**config.mk**
```make
export PLATFORM = sky130hd
export DESIGN_NAME = ifetch_flat
export DESIGN_NICKNAME = d
export VERILOG_FILES = /design/src/rtl/riscv_pkg.sv /design/src/rtl/ifetch_if.sv /design/src/rtl/fetch_buf.sv /design/src/rtl/ifetch.sv /design/src/flat_wrapper.sv
export SDC_FILE = /design/constraint.sdc
export NUM_CORES = 1
export LEC_CHECK = 0
export CAP_MARGIN = 40
export CORE_MARGIN = 4
export CORE_UTILIZATION = 35
export CTS_CLUSTER_SIZE = 30
export DETAILED_ROUTE_END_ITERATION = 8
export SYNTH_ARGS = -nofsm -noshare
export SYNTH_HDL_FRONTEND = slang
export SYNTH_SLANG_ARGS = --single-unit
```
**constraint.sdc**
```tcl
create_clock -name clk -period 3.79 [get_ports clk]
set_clock_uncertainty 0.15 [all_clocks]
set_input_delay 0.379 -clock clk [delete_from_list [all_inputs] [get_ports clk]]
set_output_delay 0.379 -clock clk [all_outputs]
set_load 0.005 [all_outputs]
```
**src/rtl/riscv_pkg.sv**
```systemverilog
// Shared fetch-side definitions: data width, reset PC, PC step and the
// buffered fetch entry carried from instruction memory to decode.
package riscv_pkg;

    localparam int unsigned XLEN = 32;

    localparam logic [XLEN-1:0] RESET_PC_DEFAULT = 32'h0000_0000;
    localparam logic [XLEN-1:0] PC_STEP          = XLEN'(4);

    // One buffered instruction together with the address it was fetched from
    typedef struct packed {
        logic [XLEN-1:0] pc;
        logic [XLEN-1:0] instr;
    } fetch_entry_t;

    // Force a byte address onto a word boundary
    function automatic logic [XLEN-1:0] align_pc(input logic [XLEN-1:0] pc);
        return pc & ~XLEN'(3);
    endfunction

endpackage

```
**src/rtl/ifetch_if.sv**
```systemverilog
// Fetch-unit bus bundle.
//   imem_re/imem_a/imem_rd             : instruction memory read port (1-cycle latency)
//   redirect_valid/redirect_pc         : control-flow redirect from execute
//   out_valid/out_ready/out_pc/out_instr : valid/ready stream to decode
// master = fetch unit side, slave = memory/execute/decode side.
interface ifetch_if;
    import riscv_pkg::*;

    logic            imem_re;
    logic [XLEN-1:0] imem_a;
    logic [XLEN-1:0] imem_rd;
    logic            redirect_valid;
    logic [XLEN-1:0] redirect_pc;
    logic            out_valid;
    logic            out_ready;
    logic [XLEN-1:0] out_pc;
    logic [XLEN-1:0] out_instr;

    modport master (
        output imem_re, imem_a, out_valid, out_pc, out_instr,
        input  imem_rd, redirect_valid, redirect_pc, out_ready
    );

    modport slave (
        input  imem_re, imem_a, out_valid, out_pc, out_instr,
        output imem_rd, redirect_valid, redirect_pc, out_ready
    );

endinterface

```
**src/rtl/fetch_buf.sv**
```systemverilog
// Small FIFO of fetch entries between the memory return and decode.
//   i_push/i_push_data : write an entry at the tail
//   i_pop              : drop the head entry
//   i_flush            : empty the buffer (wins over push/pop)
//   o_count            : number of stored entries (registered)
//   o_head_c           : head entry, a mux of storage registers only
module fetch_buf
    import riscv_pkg::*;
#(
    parameter  int unsigned DEPTH = 2,
    localparam int unsigned PTR_W = (DEPTH > 1) ? $clog2(DEPTH) : 1,
    localparam int unsigned CNT_W = $clog2(DEPTH + 1)
) (
    input  logic             clk,
    input  logic             rst_n,
    input  logic             i_push,
    input  fetch_entry_t     i_push_data,
    input  logic             i_pop,
    input  logic             i_flush,
    output logic [CNT_W-1:0] o_count,
    output fetch_entry_t     o_head_c
);

    fetch_entry_t     r_mem [DEPTH];
    logic [PTR_W-1:0] r_rd_ptr;
    logic [PTR_W-1:0] r_wr_ptr;
    logic [CNT_W-1:0] r_count;

    function automatic logic [PTR_W-1:0] next_ptr(input logic [PTR_W-1:0] p);
        return (p == PTR_W'(DEPTH - 1)) ? '0 : p + PTR_W'(1);
    endfunction

    // Storage, pointers and occupancy
    always_ff @(posedge clk or negedge rst_n) begin
        if (!rst_n) begin
            for (int i = 0; i < DEPTH; i++) begin
                r_mem[i] <= '0;
            end
            r_rd_ptr <= '0;
            r_wr_ptr <= '0;
            r_count  <= '0;
        end else if (i_flush) begin
            r_rd_ptr <= '0;
            r_wr_ptr <= '0;
            r_count  <= '0;
        end else begin
            if (i_push) begin
                r_mem[r_wr_ptr] <= i_push_data;
                r_wr_ptr        <= next_ptr(r_wr_ptr);
            end
            if (i_pop) begin
                r_rd_ptr <= next_ptr(r_rd_ptr);
            end
            r_count <= r_count + CNT_W'(i_push) - CNT_W'(i_pop);
        end
    end

    assign o_count  = r_count;
    assign o_head_c = r_mem[r_rd_ptr];

endmodule

```
**src/rtl/ifetch.sv**
```systemverilog
// Instruction fetch front end: issues sequential word fetches, buffers the
// returning instructions and presents them to decode with valid/ready.
//   clk, rst_n : clock, asynchronous active-low reset
//   bus        : ifetch_if.master (imem read port, redirect input, decode stream)
module ifetch
    import riscv_pkg::*;
#(
    parameter logic [XLEN-1:0] RESET_PC  = RESET_PC_DEFAULT,
    parameter int unsigned     BUF_DEPTH = 2
) (
    input  logic     clk,
    input  logic     rst_n,
    ifetch_if.master bus
);

    localparam int unsigned CNT_W = $clog2(BUF_DEPTH + 1);
    localparam int unsigned OCC_W = CNT_W + 1;

    logic [XLEN-1:0]  r_fetch_pc;
    logic             r_inflight;
    logic [XLEN-1:0]  r_inflight_pc;

    logic [CNT_W-1:0] w_count;
    fetch_entry_t     w_head;
    fetch_entry_t     w_push_data;
    logic             w_pop;
    logic             w_push;
    logic             w_flush;
    logic [OCC_W-1:0] w_occ;
    logic             w_imem_re;

    // A redirect cancels the decode handshake of the same cycle
    assign w_flush = bus.redirect_valid;
    assign w_pop   = bus.out_valid & bus.out_ready & ~w_flush;
    assign w_push  = r_inflight & ~w_flush;

    // Slots that will be taken once this cycle's pop and the pending return settle
    assign w_occ = OCC_W'(w_count) - OCC_W'(w_pop) + OCC_W'(r_inflight);

    // rst_n gating keeps the read port quiet during reset and lets the first
    // request go out as soon as reset is released
    assign w_imem_re = rst_n & ~w_flush & (w_occ < OCC_W'(BUF_DEPTH));

    assign w_push_data.pc    = r_inflight_pc;
    assign w_push_data.instr = bus.imem_rd;

    // PC and outstanding-request tracking
    always_ff @(posedge clk or negedge rst_n) begin
        if (!rst_n) begin
            r_fetch_pc    <= RESET_PC;
            r_inflight    <= 1'b0;
            r_inflight_pc <= '0;
        end else if (w_flush) begin
            r_fetch_pc <= align_pc(bus.redirect_pc);
            r_inflight <= 1'b0;
        end else begin
            r_inflight <= w_imem_re;
            if (w_imem_re) begin
                r_inflight_pc <= r_fetch_pc;
                r_fetch_pc    <= r_fetch_pc + PC_STEP;
            end
        end
    end

    fetch_buf #(
        .DEPTH (BUF_DEPTH)
    ) u_fetch_buf (
        .clk         (clk),
        .rst_n       (rst_n),
        .i_push      (w_push),
        .i_push_data (w_push_data),
        .i_pop       (w_pop),
        .i_flush     (w_flush),
        .o_count     (w_count),
        .o_head_c    (w_head)
    );

    assign bus.imem_re   = w_imem_re;
    assign bus.imem_a    = r_fetch_pc;
    assign bus.out_valid = (w_count != '0);
    assign bus.out_pc    = w_head.pc;
    assign bus.out_instr = w_head.instr;

endmodule

```
**src/flat_wrapper.sv**
```systemverilog
// flat-port wrapper written by rule: the top's interface ports become plain ports
module ifetch_flat import riscv_pkg::*;
#(
    parameter logic [XLEN-1:0] RESET_PC  = RESET_PC_DEFAULT,
    parameter int unsigned     BUF_DEPTH = 2
)
  (clk, rst_n, bus_imem_re, bus_imem_a, bus_out_valid, bus_out_pc, bus_out_instr, bus_imem_rd, bus_redirect_valid, bus_redirect_pc, bus_out_ready);
  ifetch_if bus_i ();
  input  logic clk;
  input  logic rst_n;
  output wire logic [$bits(bus_i.imem_re)-1:0] bus_imem_re;
  output wire logic [$bits(bus_i.imem_a)-1:0] bus_imem_a;
  output wire logic [$bits(bus_i.out_valid)-1:0] bus_out_valid;
  output wire logic [$bits(bus_i.out_pc)-1:0] bus_out_pc;
  output wire logic [$bits(bus_i.out_instr)-1:0] bus_out_instr;
  input wire logic [$bits(bus_i.imem_rd)-1:0] bus_imem_rd;
  input wire logic [$bits(bus_i.redirect_valid)-1:0] bus_redirect_valid;
  input wire logic [$bits(bus_i.redirect_pc)-1:0] bus_redirect_pc;
  input wire logic [$bits(bus_i.out_ready)-1:0] bus_out_ready;
  assign bus_imem_re = bus_i.imem_re;
  assign bus_imem_a = bus_i.imem_a;
  assign bus_out_valid = bus_i.out_valid;
  assign bus_out_pc = bus_i.out_pc;
  assign bus_out_instr = bus_i.out_instr;
  assign bus_i.imem_rd = bus_imem_rd;
  assign bus_i.redirect_valid = bus_redirect_valid;
  assign bus_i.redirect_pc = bus_redirect_pc;
  assign bus_i.out_ready = bus_out_ready;
  ifetch #(.RESET_PC(RESET_PC), .BUF_DEPTH(BUF_DEPTH)) u_core (.clk(clk), .rst_n(rst_n), .bus(bus_i));
endmodule
```
==> metrics.md <==
| Metric | Value |
|---|---|
| Status | `completed` |
| Critical Path AT | `3020 ps` |
| Reg2Reg Capture Point | `u_core.bus.imem_a[12]` |
| Yosys warning count | `0` |
| Slowest CP cell | `dfrtp_2` |
| Worst R2R Setup Slack | `430 ps` |
| Die height | `165 um` |
| #FFs+latches synth | `189` |
| CTS sink count | `189` |
| DRC errors left | `0` |
| I/O pin count | `166` |
| Wirelength, routed | `20900 um` |
| Largest net degree at the start of global routing | `61` |
| Max-cap viol count | `0` |
| Number of distinct library cells after synthesis | `49` |
| Crit path max fanout | `3` |
| Final ANT Viol Nets | `0` |
| Fin nets | `928` |
| F_max | `282 MHz` |
| Power Dens Cells | `684 mW/mm^2` |
| Ant diodes | `0` |
| Register area | `0.00473 mm^2` |
| Rel. slew slack | `51.7%` |
| Die Footprint | `0.0271 mm^2` |
| Tcrit/Tclk final | `93.6%` |
| Antenna violations before repair | `0` |
| Largest family of logic cells by synthesized area | `multiplexers` |
| CTS Buf Count | `17` |
| Final min period | `3550 ps` |
| Post-synthesis xor/xnor area fraction | `0.919%` |
| Syn Area/Cell | `12.3 um^2` |
| CP Launch Point | `u_core.u_fetch_buf.o_count[1]` |
| Fillers | `2224` |
| Unrepaired setup endpoints after global routing | `no` |
| Kind of start point of the critical path | `register` |
| Leak pwr | `4.92 nW` |
| Multi-input logic area | `0.00362 mm^2` |
| Slowest stage delay, CP | `410 ps` |
| Number of flops mapped to enable cells by yosys | `0` |
| Worst Reg2Reg Path Length in Cells | `13` |
| Total Negative Setup Slacks | `0 ps` |
| Maximum VDD drop | `0.000261 V` |
| Global routing's busiest layer | `met2` |
| FP Rows | `57` |
| Crit-path cells | `or2_2 -> nand2_1 -> nor2_1 -> ha_1 -> nand2b_1 -> fa_1 -> xor2_1 -> or3_4 -> inv_4 -> dlygate4sd2_1` |
| Met3 GRT Util | `4.67%` |
| Fin. Hold Viols | `0` |
| GRT met1 Usage | `22.6%` |
| Worst Path Required | `3260 ps` |
| Vias in the first global route | `6264` |
| RePlAce Congestion | `0.834` |
| Crit. End Element | `output port` |
| Via Count | `5988` |
| Clock Pin Slew Worst Setup and Hold Paths | `80 ps` |
| Synthesized area | `0.00858 mm^2` |
| Number of port buffers | `159` |
| Met2 GRT Util | `24.1%` |
| Layout cells sized above 1 | `28.9%` |
| Adder and majority gate portion of the synthesized area | `0.817%` |
| Max Root-Sink Buffers | `2` |
| GRT overflow | `0` |
| Via density | `5.02` |
| Overall Power | `7.67 mW` |
| Final setup viols | `0` |
| Post-DP HPWL | `13900 um` |
| Simple-Gate Fraction of Synth Area | `10.2%` |
| DR pass1 iterations | `4` |
| Initial DRC count | `312` |
| First-pass GRT wire length | `34200 um` |
| Layout area overhead | `30.9%` |
| Max Slew Vio Count | `0` |
| Register area share after synthesis | `55.2%` |
| Compound-Gate Fraction of Synth Area | `5.15%` |
| Reg-to-Reg Start | `u_core.u_fetch_buf.o_count[1]` |
| CP Class | `reg -> out` |
| All-Layer GR Usage | `15.9%` |
| Routed len/inst | `17.5 um` |
| H-tree depth | `4` |
| Initial Util | `35.5%` |
| Worst-Skew Late Latency | `440 ps` |
| Worst slew pin tran | `722 ps` |
| Syn Inst Count | `700` |
| Multiplexer share of the synthesized area | `24.8%` |
| Root buf cell | `clkbuf_16` |
| Async S/R FF share, synth | `100%` |
| Die width | `165 um` |
| Core ar. | `0.0242 mm^2` |
| Class of the worst hold path | `in -> async` |
| CTS tree | `yes` |
| Primary FF master, synth | `dfrtp_1` |
## critical path: cells and delay by family, from the launching register on
family                     cells  cell delay, ps
and+or+nand+nor                5            1030
adders and majority gates      2             640
DFF                            1             410
buffers and inverters          2             330
xor gates and xnor gates       1             160
## routing by layer
metal | vias up | share of wire [%]
met5 | - | 0
met2 | 191 | 44
met4 | 0 | 0.95
li1 | 2799 | -
met3 | 13 | 6.5
met1 | 2985 | 49
## worst max path at each step
| stage | to | slack, ps | cells past startpoint |
|---|---|---|---|
| floorplan | bus_imem_re | 300 | 12 |
| global placement | bus_imem_re | 250 | 10 |
| detailed placement | bus_imem_re | 230 | 10 |
| CTS | bus_imem_re | 220 | 10 |
| global route | bus_imem_re | 50 | 10 |
| finish | bus_imem_re | 240 | 10 |
## stage by stage
stage	utilization, %	instances	area (um^2)	worst slack [ps]	hold WS (ps)
after floorplan	-	703	8590	299	-66.6
after global placement	43.6	1156	10500	249	219
after detailed placement	43.8	1158	10600	231	222
after CTS	46.4	1192	11200	220	318
after global routing	46.4	1192	11200	54.1	325
final	46.4	1192	11200	242	314
## cells by family (layout without fill, tap and decap cells)
kind of cell	after synthesis	count (layout)
muxes	189	189
buffers and inverters	52	217
xor gates and xnor gates	9	9
adders and majority gates	5	5
AOI/OAI and AO/OA	62	62
other	1	4
DFF	189	189
and+or+nand+nor	193	193
## synth_stat cells, types with 5 or more instances
| library cell | instances | share of area, % |
|---|---|---|
| buf_4 | 7 | 0.61 |
| nand4_1 | 8 | 0.58 |
| o211ai_1 | 5 | 0.44 |
| buf_2 | 14 | 0.82 |
| a221o_1 | 5 | 0.58 |
| dfrtp_1 | 189 | 55 |
| nor2_1 | 19 | 0.83 |
| o21ai_0 | 15 | 0.88 |
| a21oi_1 | 6 | 0.35 |
| inv_1 | 9 | 0.39 |
| nand3_1 | 20 | 1.2 |
| mux2_2 | 186 | 24 |
| o311ai_0 | 7 | 0.71 |
| xor2_1 | 6 | 0.61 |
| clkbuf_1 | 16 | 0.70 |
| nand2_1 | 114 | 5.0 |
| o311ai_1 | 8 | 0.82 |
## power breakdown
group	internal [mW]	switching [mW]
Combinational	1.67	0.876
Sequential	2.80	0.479
Clock	0.969	0.881
Total	5.44	2.24
## cells in the final DEF (no fill, tap or decap), types with 3 or more instances in the layout
master / netlist / final
dfrtp_1: 189 / 187
mux2_2: 186 / 186
clkdlybuf4s50_1: 0 / 157
nand2_1: 114 / 113
nand3_1: 20 / 20
nor2_1: 19 / 19
clkbuf_16: 0 / 17
o21ai_0: 15 / 15
inv_1: 9 / 9
nand4_1: 8 / 8
o311ai_1: 8 / 8
buf_4: 7 / 8
o311ai_0: 7 / 7
xor2_1: 6 / 6
a21oi_1: 6 / 6
a221o_1: 5 / 5
o211ai_1: 5 / 5
inv_6: 0 / 5
buf_12: 0 / 5
nand2b_1: 4 / 4
nor3_1: 4 / 4
and3_1: 4 / 4
ha_1: 4 / 4
conb_1: 1 / 4
inv_8: 0 / 4
xnor2_1: 3 / 3
nor4_1: 3 / 3
a22oi_1: 3 / 3
mux2i_1: 3 / 3
nor3_2: 4 / 3
a31oi_1: 3 / 3
a32oi_1: 3 / 3
o21ai_1: 3 / 3
## state kept, by name, summed over array words and instances, names as in the netlist
name                         count
u_core.bus.imem_a               30
u_core.r_inflight                1
u_core.r_inflight_pc            30
u_core.u_fetch_buf.o_count       2
u_core.u_fetch_buf.r_mem       124
u_core.u_fetch_buf.r_rd_ptr      1
u_core.u_fetch_buf.r_wr_ptr      1
## area by class of cell
| cell class | instances | area share (%) |
|---|---|---|
| Tap cell | 324 | 3.61 |
| Clock buffer | 18 | 3.91 |
| Inverter | 10 | 0.357 |
| Clock inverter | 14 | 1.49 |
| Sequential cell | 189 | 42.2 |
| Timing Repair Buffer | 175 | 16.2 |
| Multi-Input combinational cell | 462 | 32.3 |
## what timing repair did
action / 4_1_cts / 5_1_grt
endpoints found under the hold margin: 50 / 0
hold buffers: 1 / 0
endpoints found under the setup margin: 1 / 0
resized for setup: 2 / 0
setup buffers: 1 / 0
(Power assumes the default switching activity.)
